<file path="config.mk">
export PLATFORM = sky130hd
export DESIGN_NAME = display_cell_plotter_flat
export DESIGN_NICKNAME = d
export VERILOG_FILES = /design/src/rtl/display_cell_plotter_if.sv /design/src/rtl/display_cell_plotter.sv /design/src/flat_wrapper.sv
export SDC_FILE = /design/constraint.sdc
export NUM_CORES = 1
export LEC_CHECK = 0
export ABC_AREA = 1
export CAP_MARGIN = 40
export CORE_ASPECT_RATIO = 1.1
export CORE_MARGIN = 2
export CORE_UTILIZATION = 45
export DETAILED_ROUTE_END_ITERATION = 8
export GPL_TIMING_DRIVEN = 0
export PLACE_DENSITY = 0.67
export SYNTH_ARGS = -nofsm -noshare
export SYNTH_HDL_FRONTEND = slang
export SYNTH_SLANG_ARGS = --single-unit
</file>
<file path="constraint.sdc">
create_clock -name clk -period 5.45 [get_ports clk]
set_input_delay 1.635 -clock clk [delete_from_list [all_inputs] [get_ports clk]]
set_output_delay 1.635 -clock clk [all_outputs]
set_load 0.005 [all_outputs]
</file>
<file path="src/rtl/display_cell_plotter_if.sv">
// Request/pixel bundle between a draw requester and display_cell_plotter.
// The requester owns the request fields; the plotter owns status and the pixel stream.
interface display_cell_plotter_if #(
  parameter int BW = 1
);
  logic          req;
  logic          mode;
  logic [BW-1:0] board;
  logic [3:0]    cellX;
  logic [3:0]    cellY;
  logic [2:0]    colourIn;
  logic          busy;
  logic          done;
  logic          err;
  logic          plotEn;
  logic [7:0]    posX;
  logic [6:0]    posY;
  logic [2:0]    colourOut;

  // Handshake: req is a level sampled only while the plotter is idle. Exactly one
  // of {accept -> busy next cycle, reject -> err pulse} follows each sampled req;
  // req seen while busy or finishing is dropped, never queued.
  modport master (
    output req, mode, board, cellX, cellY, colourIn,
    input  busy, done, err, plotEn, posX, posY, colourOut
  );
  modport slave (
    input  req, mode, board, cellX, cellY, colourIn,
    output busy, done, err, plotEn, posX, posY, colourOut
  );
endinterface

</file>
<file path="src/rtl/display_cell_plotter.sv">
// Plots one CELLxCELL cell, or every cell of a GRIDxGRID board, one pixel per cycle.
// Pixel coordinates and colour are registered and held between plots.
module display_cell_plotter #(
  parameter int GRID       = 10,
  parameter int CELL       = 4,
  parameter int PITCH      = 5,
  parameter int NUM_BOARDS = 2,
  parameter int X_BASE     = 26,
  parameter int X_STRIDE   = 64,
  parameter int Y_BASE     = 36
) (
  input  logic                   clk,
  input  logic                   Reset,
  display_cell_plotter_if.slave  bus,
  output logic [1:0]             state_dbg
);
  localparam int BW = (NUM_BOARDS > 1) ? $clog2(NUM_BOARDS) : 1;

  typedef enum logic [1:0] {IDLE = 2'd0, DRAW = 2'd1, FIN = 2'd2} state_t;

  state_t        state;
  logic          lat_mode;
  logic [BW-1:0] lat_board;
  logic [3:0]    cx, cy;
  logic [2:0]    px, py;

  logic       last_px, last_py, last_cx, last_cy, cell_end, last_pix;
  logic [2:0] nx_px, nx_py;
  logic [3:0] nx_cx, nx_cy;
  logic       req_valid;
  logic [3:0] start_cx, start_cy;

  function automatic logic [7:0] calc_x(input logic [BW-1:0] b, input logic [3:0] c,
                                        input logic [2:0] p);
    int v;
    v = X_BASE + int'(b) * X_STRIDE + int'(c) * PITCH + int'(p);
    return v[7:0];
  endfunction

  function automatic logic [6:0] calc_y(input logic [3:0] c, input logic [2:0] p);
    int v;
    v = Y_BASE + int'(c) * PITCH + int'(p);
    return v[6:0];
  endfunction

  assign state_dbg = state;

  // Step order: px innermost, then py; in fill mode cells advance cx then cy.
  always_comb begin
    last_px  = (int'(px) == CELL - 1);
    last_py  = (int'(py) == CELL - 1);
    last_cx  = (int'(cx) == GRID - 1);
    last_cy  = (int'(cy) == GRID - 1);
    cell_end = last_px && last_py;
    last_pix = cell_end && (!lat_mode || (last_cx && last_cy));
    nx_px    = last_px ? 3'd0 : px + 3'd1;
    nx_py    = py;
    nx_cx    = cx;
    nx_cy    = cy;
    if (last_px) nx_py = last_py ? 3'd0 : py + 3'd1;
    if (lat_mode && cell_end) begin
      nx_cx = last_cx ? 4'd0 : cx + 4'd1;
      if (last_cx) nx_cy = cy + 4'd1;
    end
  end

  always_comb begin
    req_valid = (int'(bus.board) < NUM_BOARDS) &&
                (bus.mode || ((int'(bus.cellX) < GRID) && (int'(bus.cellY) < GRID)));
    start_cx  = bus.mode ? 4'd0 : bus.cellX;
    start_cy  = bus.mode ? 4'd0 : bus.cellY;
  end

  always_ff @(posedge clk) begin
    if (Reset) begin
      state         <= IDLE;
      lat_mode      <= 1'b0;
      lat_board     <= '0;
      cx            <= '0;
      cy            <= '0;
      px            <= '0;
      py            <= '0;
      bus.busy      <= 1'b0;
      bus.done      <= 1'b0;
      bus.err       <= 1'b0;
      bus.plotEn    <= 1'b0;
      bus.posX      <= '0;
      bus.posY      <= '0;
      bus.colourOut <= '0;
    end else begin
      bus.done <= 1'b0;
      bus.err  <= 1'b0;
      case (state)
        IDLE: begin
          if (bus.req) begin
            if (req_valid) begin
              // First pixel is registered here so it appears the cycle after acceptance.
              state         <= DRAW;
              lat_mode      <= bus.mode;
              lat_board     <= bus.board;
              cx            <= start_cx;
              cy            <= start_cy;
              px            <= '0;
              py            <= '0;
              bus.busy      <= 1'b1;
              bus.plotEn    <= 1'b1;
              bus.posX      <= calc_x(bus.board, start_cx, 3'd0);
              bus.posY      <= calc_y(start_cy, 3'd0);
              bus.colourOut <= bus.colourIn;
            end else begin
              bus.err <= 1'b1;
            end
          end
        end
        DRAW: begin
          if (last_pix) begin
            state      <= FIN;
            bus.busy   <= 1'b0;
            bus.plotEn <= 1'b0;
            bus.done   <= 1'b1;
          end else begin
            px       <= nx_px;
            py       <= nx_py;
            cx       <= nx_cx;
            cy       <= nx_cy;
            bus.posX <= calc_x(lat_board, nx_cx, nx_px);
            bus.posY <= calc_y(nx_cy, nx_py);
          end
        end
        FIN:     state <= IDLE;
        default: state <= IDLE;
      endcase
    end
  end
endmodule
</file>
<file path="src/flat_wrapper.sv">
// flat-port wrapper written by rule: the top's interface ports become plain ports
module display_cell_plotter_flat 
#(
  parameter int GRID       = 10,
  parameter int CELL       = 4,
  parameter int PITCH      = 5,
  parameter int NUM_BOARDS = 2,
  parameter int X_BASE     = 26,
  parameter int X_STRIDE   = 64,
  parameter int Y_BASE     = 36
)
  (clk, Reset, state_dbg, bus_req, bus_mode, bus_board, bus_cellX, bus_cellY, bus_colourIn, bus_busy, bus_done, bus_err, bus_plotEn, bus_posX, bus_posY, bus_colourOut);
  display_cell_plotter_if bus_i ();
  input  logic clk;
  input  logic Reset;
  output logic [1:0] state_dbg;
  input wire logic [$bits(bus_i.req)-1:0] bus_req;
  input wire logic [$bits(bus_i.mode)-1:0] bus_mode;
  input wire logic [$bits(bus_i.board)-1:0] bus_board;
  input wire logic [$bits(bus_i.cellX)-1:0] bus_cellX;
  input wire logic [$bits(bus_i.cellY)-1:0] bus_cellY;
  input wire logic [$bits(bus_i.colourIn)-1:0] bus_colourIn;
  output wire logic [$bits(bus_i.busy)-1:0] bus_busy;
  output wire logic [$bits(bus_i.done)-1:0] bus_done;
  output wire logic [$bits(bus_i.err)-1:0] bus_err;
  output wire logic [$bits(bus_i.plotEn)-1:0] bus_plotEn;
  output wire logic [$bits(bus_i.posX)-1:0] bus_posX;
  output wire logic [$bits(bus_i.posY)-1:0] bus_posY;
  output wire logic [$bits(bus_i.colourOut)-1:0] bus_colourOut;
  assign bus_i.req = bus_req;
  assign bus_i.mode = bus_mode;
  assign bus_i.board = bus_board;
  assign bus_i.cellX = bus_cellX;
  assign bus_i.cellY = bus_cellY;
  assign bus_i.colourIn = bus_colourIn;
  assign bus_busy = bus_i.busy;
  assign bus_done = bus_i.done;
  assign bus_err = bus_i.err;
  assign bus_plotEn = bus_i.plotEn;
  assign bus_posX = bus_i.posX;
  assign bus_posY = bus_i.posY;
  assign bus_colourOut = bus_i.colourOut;
  display_cell_plotter #(.GRID(GRID), .CELL(CELL), .PITCH(PITCH), .NUM_BOARDS(NUM_BOARDS), .X_BASE(X_BASE), .X_STRIDE(X_STRIDE), .Y_BASE(Y_BASE)) u_core (.clk(clk), .Reset(Reset), .bus(bus_i), .state_dbg(state_dbg));
endmodule
</file>
==> flow_metrics.tcl <==
set metrics [dict create \
    status "finished with violations" \
    violations "design-rule violations" \
    slowest_stage "clkdlybuf4s50_1" \
    detail-route-antenna-nets 0 \
    cap_violations 0 \
    cp_slowest_stage_delay_ns 0.62 \
    ys_seq_elements 39 \
    synth_compound_area_share_pct 8.585 \
    synth_top_area_share_pct 23.60 \
    first_pass_iters 6 \
    routabilityCongestion 0.8811 \
    crit_buf_inv 5 \
    crit_path_end "u_core.bus.posX[7]" \
    drc 4 \
    grt_usage_pct 21.79 \
    slew_viol_final 0 \
    worstPathCellList "clkdlybuf4s50_1 > inv_1 > nand2_1 > inv_1 > ha_1 > ha_1 > fa_1 > inv_1 > nand2_1 > nor2_1 > inv_1 > nand3_1 > nand2_1 > nand2_1 > nand2_1 > nor2_1 > nor2_1" \
    yosys.area.top_type "dfxtp_1" \
    synth_most_common_cell "nand2_1" \
    p_leak_nw 2.019 \
    cts.sinks 39 \
    ys_types 28 \
    endpoint_kind "flop" \
    die_w_um 85.75 \
    power_density_nw_per_um2 231.1 \
    regToRegSetupSlack_ns 1.56 \
    die_area_um2 8054 \
    rsz0062_at_grt "no" \
    fin_area_um2 3887 \
    die_height_um 93.93 \
    clock_latency_ns 0.30 \
    finalNetCount 626 \
    synthAdderAreaFrac_pct 20.42 \
    max_slew_margin_pct 60.73 \
    ys_top_cells_by_count "nand2_1 (154), nor2_1 (71), inv_1 (66)" \
    reg2reg_depth 23 \
    cp.depth 17 \
    coreArea_um2 7087 \
    syn_inst 514 \
    cts-buffers-inserted 5 \
    ir_worst_vdd_mv 0.1470 \
    clock.fmax_ghz 0.2356 \
    fin_crit_ns 4.244 \
    netlist_area_um2 3308 \
    hp-class "flop to flop" \
    synth_flop_cell "dfxtp_1" \
    final-setup-viol-count 0 \
    setup.worst_path.start "bus_mode" \
    cts_resized 0 \
    critical_path.max_fanout 7 \
    grt_pass1_wl_um 14010 \
    portBuffers 38 \
    finClkSkew_ns 0.01068 \
    crit_family "buffers and inverters" \
    cp.arrival_ns 4.44 \
    reg2reg_to "u_core.bus.posY[6]" \
    cts.path.max_buffers 2 \
    fp-row-count 32 \
    syn_avg_cell_area_um2 6.436 \
    wl_um 8198 \
    ys_top_cells_by_area "dfxtp_1 (24%), nand2_1 (17%), ha_1 (17%)" \
    area_delta_synth_final_pct 17.51 \
    syn-num-nets 581 \
    synth_simple_gate_area_share_pct 35.48 \
    synth_top_family_by_area "simple AND/OR/NAND/NOR gates" \
    wl_per_cell_um 12.71 \
    cts_tree "done" \
    drt_iter0_markers 132 \
    synthMuxAreaShare_pct 0 \
    worst_pin_slew_ns 0.5890 \
    synthArstFlopShare_pct 0 \
    drive_gt1_share_pct 5.179 \
    ios 40 \
    grt_max_degree 15 \
    r2r-start "u_core.px[0]" \
    diodes 0 \
    yosysSeqAreaShare_pct 23.60 \
    crit_path_frequent_cell "nand2_1" \
    placed_area_um2 3795 \
    grt_antenna_before_repair 0 \
    ctsHoldBuffers 0 \
    h-tree-depth 2 \
    final_cell_count_no_fill 645 \
    postCtsSetupRepairBufs 0 \
    ys_warn_count 0 \
    cp-start-kind "input pin" \
    crit_required_ns 5.65 \
    dp_cells 637 \
    routed_via_density 4.978 \
    finalHoldViolCount 0 \
    synth-xor-area-share_pct 1.589 \
    start_util_pct 46.68 \
    path_class "input pin to flop" \
    grt_pass1_vias 3070 \
    synth_edf_count 0 \
    vias 3211 \
    period_share_pct 77.87 \
    overflow 0 \
    clkTransAtPathRegs_ns 0.09 \
    tns_ns 0 \
    root_buffer "clkbuf_8" \
    hpwl_um 6466 \
]
[layout make-up]
class	count	area (um^2)
fill	720	3199
multi-input combinational	392	2186
sequential	39	780.7
timing repair buffer	38	380.4
inverter	68	255.2
tap	85	106.4
buffer	15	86.33
clock buffer	5	68.82
clock inverter	3	23.77
[power breakdown]
group          internal [W]  leakage [nW]  switching [W]  total, W
Clock             0.0000918        0.0408       0.000120  0.000212
Combinational      0.000152          1.66       0.000205  0.000357
Sequential         0.000311         0.320      0.0000185  0.000330
Total              0.000555          2.02       0.000343  0.000898
[sequential cells by signal, indices dropped and copies added (netlist names)]
signal / cells
u_core.bus.busy: 1
u_core.bus.colourOut: 3
u_core.bus.err: 1
u_core.lat_board: 1
u_core.cx: 4
u_core.px: 3
u_core.bus.posX: 8
u_core.cy: 4
u_core.bus.posY: 7
u_core.state_dbg: 2
u_core.lat_mode: 1
u_core.py: 3
u_core.bus.done: 1
[worst min path at each step]
stage / from / endpoint / slack [ns] / cells past startpoint
after floorplan: u_core.px[1] / u_core.px[1] / 0.44 / 2
after global placement: u_core.px[1] / u_core.px[1] / 0.45 / 2
after detailed placement: u_core.bus.posY[3] / u_core.bus.posY[3] / 0.45 / 2
after CTS: u_core.bus.posY[2] / u_core.bus.posY[2] / 0.47 / 2
after global routing: u_core.bus.posY[2] / u_core.bus.posY[2] / 0.48 / 2
final: u_core.bus.posY[3] / u_core.bus.posY[3] / 0.47 / 2
[cell usage in the layout (no fill, tap or decap)]
cell	synthesis	routed
nand2_1	154	154
nor2_1	71	71
inv_1	66	66
ha_1	46	46
nand3_1	43	43
dfxtp_1	39	39
clkdlybuf4s50_1	0	38
a21oi_1	31	31
o21ai_0	16	16
clkbuf_1	8	8
fa_1	5	5
clkbuf_8	0	5
nor2_2	4	4
xnor2_1	3	3
xor2_1	3	3
nand4_1	3	3
buf_2	3	3
buf_6	3	3
inv_2	2	2
o21ai_2	2	2
or2_2	2	2
nand3b_1	2	2
clkinvlp_4	0	2
nand3_4	1	1
nand2_2	1	1
a21boi_4	1	1
nand2_4	1	1
o21ai_1	1	1
a22oi_1	1	1
nor3b_1	1	1
buf_4	1	1
inv_6	0	1
[logic make-up (layout without fill, tap and decap cells)]
logic type	count (synthesis)	in the layout
xor gates and xnor gates	6	6
adders and majority gates	51	51
buffers and inverters	83	129
DFF	39	39
and+or+nand+nor	283	283
AOI/OAI and AO/OA	52	52
[worst register-to-register path: cells and delay by family, from the launching register on]
family                     cells  cell delay [ns]
DFF                            1             0.37
adders and majority gates      5             1.47
xor gates and xnor gates       1             0.11
buffers and inverters          5             0.35
and+or+nand+nor               12             1.53
[layer usage]
| layer | GRT usage [%] | share of wire (%) | wire [um] | vias to the layer above |
|---|---|---|---|---|
| met5 | 0 | 0 | 0 | - |
| met4 | 3.571 | 0.77 | 63 | 0 |
| met3 | 2.900 | 4.3 | 351 | 6 |
| met2 | 37.43 | 44 | 3633 | 70 |
| met1 | 29.54 | 51 | 4150 | 1429 |
| li1 | - | - | - | 1706 |
[through the flow]
step,total power (W),hold slack (ns),setup WS (ns),util (%)
floorplan,0.0005771,0.4428,1.897,-
global placement,0.0006843,0.4534,0.9664,53.55
detailed placement,0.0006892,0.4542,0.9006,53.55
CTS,0.0009021,0.4719,1.211,54.86
global route,0.0009707,0.4811,0.9824,54.86
finish,0.0008985,0.4679,1.206,54.86
Power figures use the tool's default switching activity.
